### src/rtl/spi_pkg.sv
// spi_pkg: shared state encoding, word size and divider limits for the SPI master.
package spi_pkg;
  typedef enum logic [1:0] {SPI_IDLE, SPI_LOW, SPI_HIGH} spi_state_e;
  localparam int SPI_BITS = 8;
  localparam int CLK_DIV_MIN = 2;
  localparam int CLK_DIV_MAX = 255;
endpackage

### src/rtl/spi_clkdiv.sv
// spi_clkdiv: SCLK half-period counter; tick marks the last cycle of each half-period.
module spi_clkdiv
  import spi_pkg::*;
#(
  parameter int CLK_DIV = 12
) (
  input  logic clock,
  input  logic rst,
  input  logic clr,
  output logic tick
);
  logic [7:0] cnt;
  assign tick = cnt == 8'(CLK_DIV - 1);
  always_ff @(posedge clock or posedge rst)
    if (rst) cnt <= '0;
    else cnt <= (clr || tick) ? '0 : cnt + 8'd1;
endmodule

### src/rtl/spi_master.sv
// spi_master: byte-wide mode-0 SPI master, MSB first, start/busy/done handshake.
// Define SPI_MASTER_LOOPBACK_EN to sample mosi instead of miso for board self-test.
module spi_master
  import spi_pkg::*;
#(
  parameter int CLK_DIV = 12
) (
  input  logic       clock,
  input  logic       rst,
  input  logic       start,
  input  logic [7:0] tx_data,
  input  logic       cs_keep,
  input  logic       cs_release,
  output logic       busy,
  output logic       done,
  output logic [7:0] rx_data,
  output logic       sclk,
  output logic       mosi,
  input  logic       miso,
  output logic       cs_n
);
  localparam int BW = $clog2(SPI_BITS);
  spi_state_e state, state_d;
  logic [SPI_BITS-1:0] shift, shift_d, rx_d;
  logic [BW-1:0] bit_cnt, bit_d;
  logic mosi_d, sclk_d, cs_n_d, done_d, keep, keep_d, tick, sample;
`ifdef SPI_MASTER_LOOPBACK_EN
  assign sample = mosi;
`else
  assign sample = miso;
`endif
  assign busy = state != SPI_IDLE;
  // idle holds the divider cleared so LOW always starts a full half-period
  spi_clkdiv #(.CLK_DIV(CLK_DIV)) u_clkdiv (
    .clock(clock),
    .rst  (rst),
    .clr  (state == SPI_IDLE),
    .tick (tick)
  );
  always_comb begin
    state_d = state;
    shift_d = shift;
    bit_d   = bit_cnt;
    mosi_d  = mosi;
    sclk_d  = sclk;
    cs_n_d  = cs_n;
    done_d  = 1'b0;
    rx_d    = rx_data;
    keep_d  = keep;
    case (state)
      SPI_IDLE:
        if (start) begin
          state_d = SPI_LOW;
          shift_d = tx_data;
          keep_d  = cs_keep;
          cs_n_d  = 1'b0;
          mosi_d  = tx_data[SPI_BITS-1];
          bit_d   = BW'(SPI_BITS - 1);
        end else if (cs_release) cs_n_d = 1'b1;
      SPI_LOW:
        if (tick) begin
          shift_d = {shift[SPI_BITS-2:0], sample};
          sclk_d  = 1'b1;
          state_d = SPI_HIGH;
        end
      SPI_HIGH:
        if (tick) begin
          sclk_d = 1'b0;
          if (bit_cnt == '0) begin
            state_d = SPI_IDLE;
            done_d  = 1'b1;
            rx_d    = shift;
            cs_n_d  = !keep;
          end else begin
            bit_d   = bit_cnt - 1'b1;
            mosi_d  = shift[SPI_BITS-1];
            state_d = SPI_LOW;
          end
        end
      default: state_d = SPI_IDLE;
    endcase
  end
  always_ff @(posedge clock or posedge rst)
    if (rst) begin
      state   <= SPI_IDLE;
      shift   <= '0;
      bit_cnt <= '0;
      mosi    <= 1'b0;
      sclk    <= 1'b0;
      cs_n    <= 1'b1;
      done    <= 1'b0;
      rx_data <= '0;
      keep    <= 1'b0;
    end else begin
      state   <= state_d;
      shift   <= shift_d;
      bit_cnt <= bit_d;
      mosi    <= mosi_d;
      sclk    <= sclk_d;
      cs_n    <= cs_n_d;
      done    <= done_d;
      rx_data <= rx_d;
      keep    <= keep_d;
    end
endmodule

### config.mk
export PLATFORM = sky130hd
export DESIGN_NAME = spi_master
export DESIGN_NICKNAME = d
export VERILOG_FILES = /design/src/rtl/spi_pkg.sv /design/src/rtl/spi_clkdiv.sv /design/src/rtl/spi_master.sv
export SDC_FILE = /design/constraint.sdc
export NUM_CORES = 1
export LEC_CHECK = 0
export ABC_CLOCK_PERIOD_IN_PS = 2000
export BUFFER_PORTS_ARGS = -buffer_cell sky130_fd_sc_hd__buf_4
export CAP_MARGIN = 0
export CORE_MARGIN = 2
export CORE_UTILIZATION = 25
export DETAILED_ROUTE_END_ITERATION = 8
export PLACE_DENSITY = 0.43
export SLEW_MARGIN = 25
export SYNTH_ARGS = -nofsm -noshare
export SYNTH_HDL_FRONTEND = slang
export SYNTH_SLANG_ARGS = --single-unit
### constraint.sdc
create_clock -name clock -period 2 [get_ports clock]
set_clock_uncertainty 0.1 [all_clocks]
set_input_delay 0.2 -clock clock [delete_from_list [all_inputs] [get_ports clock]]
set_output_delay 0.2 -clock clock [all_outputs]
set_load 0.02 [all_outputs]
==> impl_metrics.csv, run 1 <==
group,metric,value,unit
synth,syn_nets,148,
route,met2RoutedLength,1570,um
cts,cts_tree,"yes",
worst_setup_path,arrival,1.95,ns
floorplanning,die_w,83.3,um
worst_setup_path,start_kind,"flip-flop",
placement,numPortBuffers,26,
synth,netlist.area_leader.share,52.6,%
sta,hold_violations,0,
hold_path,worst_hold_path_type,"in -> reg",
floorplanning,coreArea,5990,um^2
finish,syn_to_final_growth,31.1,%
worst_setup_path,crit_type,"reg -> reg",
synth,synth_cell_types,38,
sta,fin_crit,1.87,ns
worst_setup_path,cp_cell_sequence,"ha_1, nor3b_4, and2_1, buf_4, o21ai_1, a22o_1",
global_routing,antenna_found_initial,0,
synth,avgSynthCellArea,12.0,um^2
worst_setup_path,worst_ep_required_time,2.07,ns
synth,syn-cell-area,1570,um^2
cts,clk-insertion-delay-late,0.28,ns
finish,nets,187,
route,topRoutingLayerUsed,"met4",
route,drcViolationCount,0,
synth,synthArstFlopShare,100,%
cts,cts_buffers,5,
sta,finalCritPeriodShare,93.7,%
cts,htreeDepth,2,
synth,synth-main-ff-cell,"dfrtp_1",
floorplanning,start_util,26.2,%
sta,rsz0062_at_grt,"false",
synth,post_synth_inst_count,131,
status,status,"finished, final reports clean",
route,dr_wl_met3,129,um
worst_setup_path,cp_slowest_stage_delay,0.37,ns
cts,clockBufferDepth,2,
finish,mostFrequentLayoutCell,"buf_4",
sta,fmax,0.533,GHz
cts,cts_num_sinks,34,
route,routedWlPerCell,13.6,um
placement,gp_congestion,0.780,
cts,clk_pin_slew,0.07,ns
route,dr_total_vias,1109,
synth,yosys_warnings,0,
synth,yosysSeqAreaShare,54.3,%
worst_setup_path,endpoint_kind,"flip-flop",
power,power,1.52,mW
sta,tns,0,ns
sta,finalSetupViolations,0,
worst_setup_path,crit_buf_inv,1,
floorplanning,ios,27,
synth,synth.ff_latch_count,34,
placement,dpl.hpwl,2390,um
finish,nFillCells,597,
cts,root_buffer,"clkbuf_8",
synth,synth_top_area_cell,"dfrtp_1",
finish,diodes,0,
global_routing,grt_pass1_vias,1152,
placement,placed_cells,235,
power,powerDensity,736,nW/um^2
floorplanning,die_area,6930,um^2
route,met1_length,1610,um
power,peakVddDrop,0.332,mV
worst_setup_path,cp_slowest_cell,"dfrtp_1",
route,totalWireLength,3340,um
global_routing,track_usage,10.3,%
route,drt_iter0_drc,38,
finish,fin_cells,246,
finish,drive_above_1_share,38.0,%
synth,synth_edf_count,0,
global_routing,grt_max_degree,35,
global_routing,grt_overflow,0,
floorplanning,die_y,83.3,um
global_routing,grt_pass1_wl,5750,um
route,first_pass_iters,4,
worst_setup_path,cp_top_family,"simple AND/OR/NAND/NOR gates",
route,via_per_inst,4.51,
sta,slew_violations,0,
route,antenna_left,0,
job,drv_cap,0,
finish,layout_common_cells,"buf_4 (34), dfrtp_1 (33), nor2_1 (11)",
synth,synth_area_leaders,"dfrtp_1 (53%), o221a_2 (5.7%), mux2_2 (5.0%), nand2b_1 (4.0%), nor2_1 (2.6%)",
worst_setup_path,crit_fanout,6,
sta,worst_pin_slew,0.445,ns
floorplanning,rows,28,
sta,relSlewSlack,70.3,%
power,p_leak,1.02,nW
[layer usage]
layer / global-route usage (%) / up-vias
met4: 3.58 / 0
met2: 15.2 / 19
met5: 0 / -
met1: 14.1 / 545
li1: - / 543
met3: 3.48 / 2
[cells by family (layout without fill, tap and decap cells)]
logic type,Yosys count,count (layout),synth area share [%]
xor+xnor,6,6,3.35
buf+inv,11,51,3.19
simple gates,42,42,16.7
fa+ha+maj,3,3,2.39
flops,34,34,54.3
mux,10,10,7.57
compound gates,25,25,12.6
[flip-flops by register name (all words and copies together) (netlist names)]
signal / flops
bit_cnt: 3
done: 1
sclk: 1
rx_data: 8
mosi: 1
keep: 1
u_clkdiv.cnt: 8
shift: 8
state: 2
cs_n: 1
[final timing paths]
path                                            from                        end  slack [ns]  depth (start not counted)
max in group asynchronous                        rst           cs_n$_DFFE_PP1P_        0.98                          4
max reg2reg                u_clkdiv.cnt[0]$_DFF_PP0_           mosi$_DFFE_PP0P_        0.13                          6
min reg2reg                u_clkdiv.cnt[0]$_DFF_PP0_  u_clkdiv.cnt[0]$_DFF_PP0_        0.36                          1
max                        u_clkdiv.cnt[0]$_DFF_PP0_           mosi$_DFFE_PP0P_        0.13                          6
min                                          cs_keep           keep$_DFFE_PP0P_        0.05                          2
min in group asynchronous                        rst             done$_DFF_PP0_        0.48                          4
[cells in the mapped netlist, drive strengths merged, types with 2 or more instances]
master	instances
a21oi	4
and2	2
and3	3
buf	2
dfrtp	33
ha	3
inv	8
mux2	9
nand2	4
nand2b	10
nand3	5
nor2	11
o21ai	5
o221a	8
xnor2	2
xor2	4
[area by class of cell]
type,instances,area (um^2),share of cell area [%]
Clock buffer,6,82.6,4.01
Inverter,8,30.0,1.46
Clock inverter,2,60.1,2.92
Sequential cell,34,852,41.4
Timing Repair Buffer,35,265,12.9
Multi-Input combinational cell,86,674,32.8
Tap cell,75,93.8,4.56
[power by group]
part | total [mW] | internal, mW | switching (mW)
sequential | 0.693 | 0.691 | 0.00276
clock | 0.777 | 0.532 | 0.245
combinational | 0.0453 | 0.0252 | 0.0201
total | 1.52 | 1.25 | 0.268
[repair_timing]
| item | 4_1_cts | 5_1_grt |
|---|---|---|
| endpoints found under the hold margin | 33 | 0 |
| gates resized for setup | 0 | 1 |
| hold buffers | 1 | 0 |
| setup endpoints to repair | 0 | 1 |
| buffers inserted | 0 | 2 |
[stage by stage]
step	util [%]	cell area, um^2	hold WS, ns	worst slack (ns)
after floorplan	-	1570	0.241	0.247
after global placement	31.5	1880	0.227	0.150
after detailed placement	31.5	1880	0.238	0.100
after CTS	34.0	2040	0.0388	0.0725
after global routing	34.4	2060	0.0343	0.00316
final	34.4	2060	0.0496	0.125
(Power assumes the default switching activity.)
==> run 2, diff against run 1 <==
- SYNTH_HIERARCHICAL: unset -> 1
==> run 2 against run 1 <==
  * The run now ends with negative setup slack left
  * Hold slack is essentially flat
  * Flip-flop and latch count did not move
  * Non-clock buffer count is 12 higher
  * Global-route usage rose by 0.78 points
  * Combinational power increased to 18 times the previous value
  * First-iteration DRC count increased by 13%
  * Register-to-register slack got worse by 0.19 ns
  * Clock-buffer cell count decreased by 1
  * Synthesized cell count grew 14%
  * Critical endpoint is now rx_data[6]$_DFFE_PP0P_
  * Largest cell class unchanged
==> impl_metrics.csv, run 2 <==
group,metric,value,unit
status,status,"complete, but fails checks",
status,violations,"negative setup slack",
route,drcViolationCount,0,
job,drv_cap,0,
cts,cts_tree,"yes",
finish,mostFrequentLayoutCell,"buf_4",
synth,synthArstFlopShare,100,%
route,first_pass_iters,4,
power,power,2.59,mW
global_routing,antenna_found_initial,0,
hold_path,worst_hold_path_type,"in -> reg",
sta,finalCritPeriodShare,103,%
cts,root_buffer,"clkbuf_8",
synth,synth_area_leaders,"dfrtp_1 (50%), mux2_4 (6.3%), mux2i_1 (4.8%), o21ai_0 (4.2%), ha_1 (3.0%)",
power,powerDensity,1140,nW/um^2
synth,syn-cell-area,1660,um^2
cts,clk-insertion-delay-late,0.29,ns
synth,synth_commonest_cells,"dfrtp_1 (33), o21ai_0 (14), nand2_1 (13), inv_1 (11), mux2i_1 (8)",
worst_setup_path,crit_type,"reg -> reg",
synth,synth_top_area_cell,"dfrtp_1",
synth,syn_nets,167,
cts,cts_num_sinks,34,
cts,clockBufferDepth,2,
route,routedWlPerCell,13.4,um
floorplanning,die_area,7320,um^2
synth,yosys_warnings,6,
global_routing,grt_pass1_wl,6420,um
cts,htreeDepth,2,
worst_setup_path,crit_buf_inv,1,
sta,worst_slack,-0.0611,ns
synth,synth_cell_types,36,
synth,synth.most_common_cell,"dfrtp_1",
worst_setup_path,cp_cell_sequence,"ha_2, nand4bb_4, nor4_4, inv_2, or4_4, mux2_4",
synth,yosysSeqAreaShare,51.2,%
route,antenna_left,0,
route,dr_total_vias,1256,
worst_setup_path,worst_ep_required_time,2.08,ns
worst_setup_path,start_kind,"flip-flop",
sta,fin_crit,2.06,ns
finish,diodes,0,
route,drt_iter0_drc,43,
global_routing,track_usage,11.1,%
power,peakVddDrop,0.486,mV
sta,relSlewSlack,65.0,%
sta,finalSetupViolations,7,
synth,post_synth_inst_count,149,
sta,fmax,0.485,GHz
sta,slew_violations,0,
placement,numPortBuffers,26,
finish,nFillCells,649,
floorplanning,die_w,85.6,um
worst_setup_path,reg2reg_from,"u_clkdiv/cnt[0]$_DFF_PP0_",
floorplanning,die_y,85.6,um
synth,synth.ff_latch_count,34,
finish,drive_above_1_share,40.0,%
power,p_leak,1.07,nW
route,totalWireLength,3720,um
synth,avgSynthCellArea,11.2,um^2
worst_setup_path,crit_start,"u_clkdiv/cnt[0]$_DFF_PP0_",
floorplanning,coreArea,6390,um^2
finish,largestRegisters,"rx_data: 8 flops, shift: 8 flops, u_clkdiv/cnt: 8 flops",
synth,synth_edf_count,0,
finish,layout_common_cells,"buf_4 (45), dfrtp_1 (33), o21ai_0 (14)",
sta,tns,-0.319,ns
floorplanning,ios,27,
worst_setup_path,cp_slowest_cell,"or4_4",
worst_setup_path,cp_slowest_stage_delay,0.57,ns
synth,synth-main-ff-cell,"dfrtp_1",
worst_setup_path,crit_fanout,5,
finish,nets,217,
worst_setup_path,arrival,2.14,ns
global_routing,grt_pass1_vias,1282,
hold_path,hold_start,"cs_keep",
cts,cts_buffers,5,
floorplanning,rows,29,
finish,syn_to_final_growth,37.2,%
sta,worst_pin_slew,0.523,ns
worst_setup_path,endpoint_kind,"flip-flop",
floorplanning,start_util,26.1,%
worst_setup_path,cp_top_family,"simple AND/OR/NAND/NOR gates",
route,via_per_inst,4.53,
cts,clk_pin_slew,0.08,ns
global_routing,grt_overflow,0,
placement,dpl.hpwl,2610,um
placement,gp_congestion,0.753,
global_routing,grt_max_degree,27,
synth,netlist.area_leader.share,49.6,%
sta,hold_violations,0,
sta,rsz0062_at_grt,"true",
[run 2: cell count changes after synthesis, sizes merged, moves of 3 or more]
cell,change
inv,+4
mux2i,+7
nand2,+9
nand2b,-8
nor2,-4
o21ai,+9
o221a,-8
or3,+3
[run 2: per-stage QoR]
step           hold WS (ns)  std cells  setup WS [ns]  area, um^2  util [%]
5_1_grt              0.0566        277         -0.151        2280      35.8
6_report             0.0501        277        -0.0611        2280      35.8
4_1_cts              0.0476        276        -0.0949        2260      35.3
2_1_floorplan       -0.0843        149         -0.267        1700         -
3_3_place_gp         0.0840        263        -0.0821        2080      32.5
3_5_place_dp         0.0988        263         -0.116        2080      32.5
[run 2: routing by layer]
layer	global-route usage (%)	vias up	share of wire, %
met5	0	-	0
met4	4.76	0	2.0
met3	2.60	6	2.7
met2	16.9	16	48
met1	15.1	612	47
li1	-	622	-
[run 2: kinds of logic (layout without fill, tap and decap cells)]
family / after synthesis / count (layout) / share of synthesized area, %
AOI/OAI and AO/OA: 31 / 31 / 12.6
xor gates and xnor gates: 3 / 3 / 1.58
adders and majority gates: 4 / 4 / 3.01
buffers and inverters: 17 / 67 / 4.89
DFF: 34 / 34 / 51.2
muxes: 19 / 19 / 13.8
and+or+nand+nor: 41 / 42 / 12.9
[run 2: worst reg2reg max path: stages, from the launching register on]
cell and delay [ns]:
dfrtp_1 0.36, ha_2 0.21, nand4bb_4 0.13, nor4_4 0.18
inv_2 0.08, or4_4 0.57, mux2_4 0.33
[run 2: cell type report]
cell class	count	area (um^2)	share of cell area, %
tap	77	96.3	4.22
sequential	34	852	37.3
timing repair buffer	47	359	15.7
clock buffer	5	68.8	3.01
multi-input combinational	99	791	34.6
clock inverter	3	68.8	3.01
inverter	12	47.5	2.08
[run 2: what timing repair did]
item                       in CTS  in global routing
hold buffers                    1                  0
gates cloned                    1                  0
pin swaps                       1                  3
setup endpoints to repair       9                 19
resized for setup               2                  5
setup buffers                   3                  1
hold endpoints to repair       33                  0
[run 2: worst paths after layout]
kind | to | cells past startpoint | slack [ns]
setup / recovery | rx_data[6]$_DFFE_PP0P_ | 6 | -0.06
hold / removal | keep$_DFFE_PP0P_ | 2 | 0.05
setup reg to reg | rx_data[6]$_DFFE_PP0P_ | 6 | -0.06
hold reg to reg | cs_n$_DFFE_PP1P_ | 1 | 0.36
max in group asynchronous | cs_n$_DFFE_PP1P_ | 4 | 1.07
min in group asynchronous | u_clkdiv/cnt[5]$_DFF_PP0_ | 3 | 0.32
[run 2: where the power goes]
group | leakage, nW | internal (mW) | switching [mW]
clock | 0.0683 | 0.499 | 0.271
combinational | 0.572 | 0.393 | 0.441
sequential | 0.431 | 0.865 | 0.123
total | 1.07 | 1.76 | 0.836
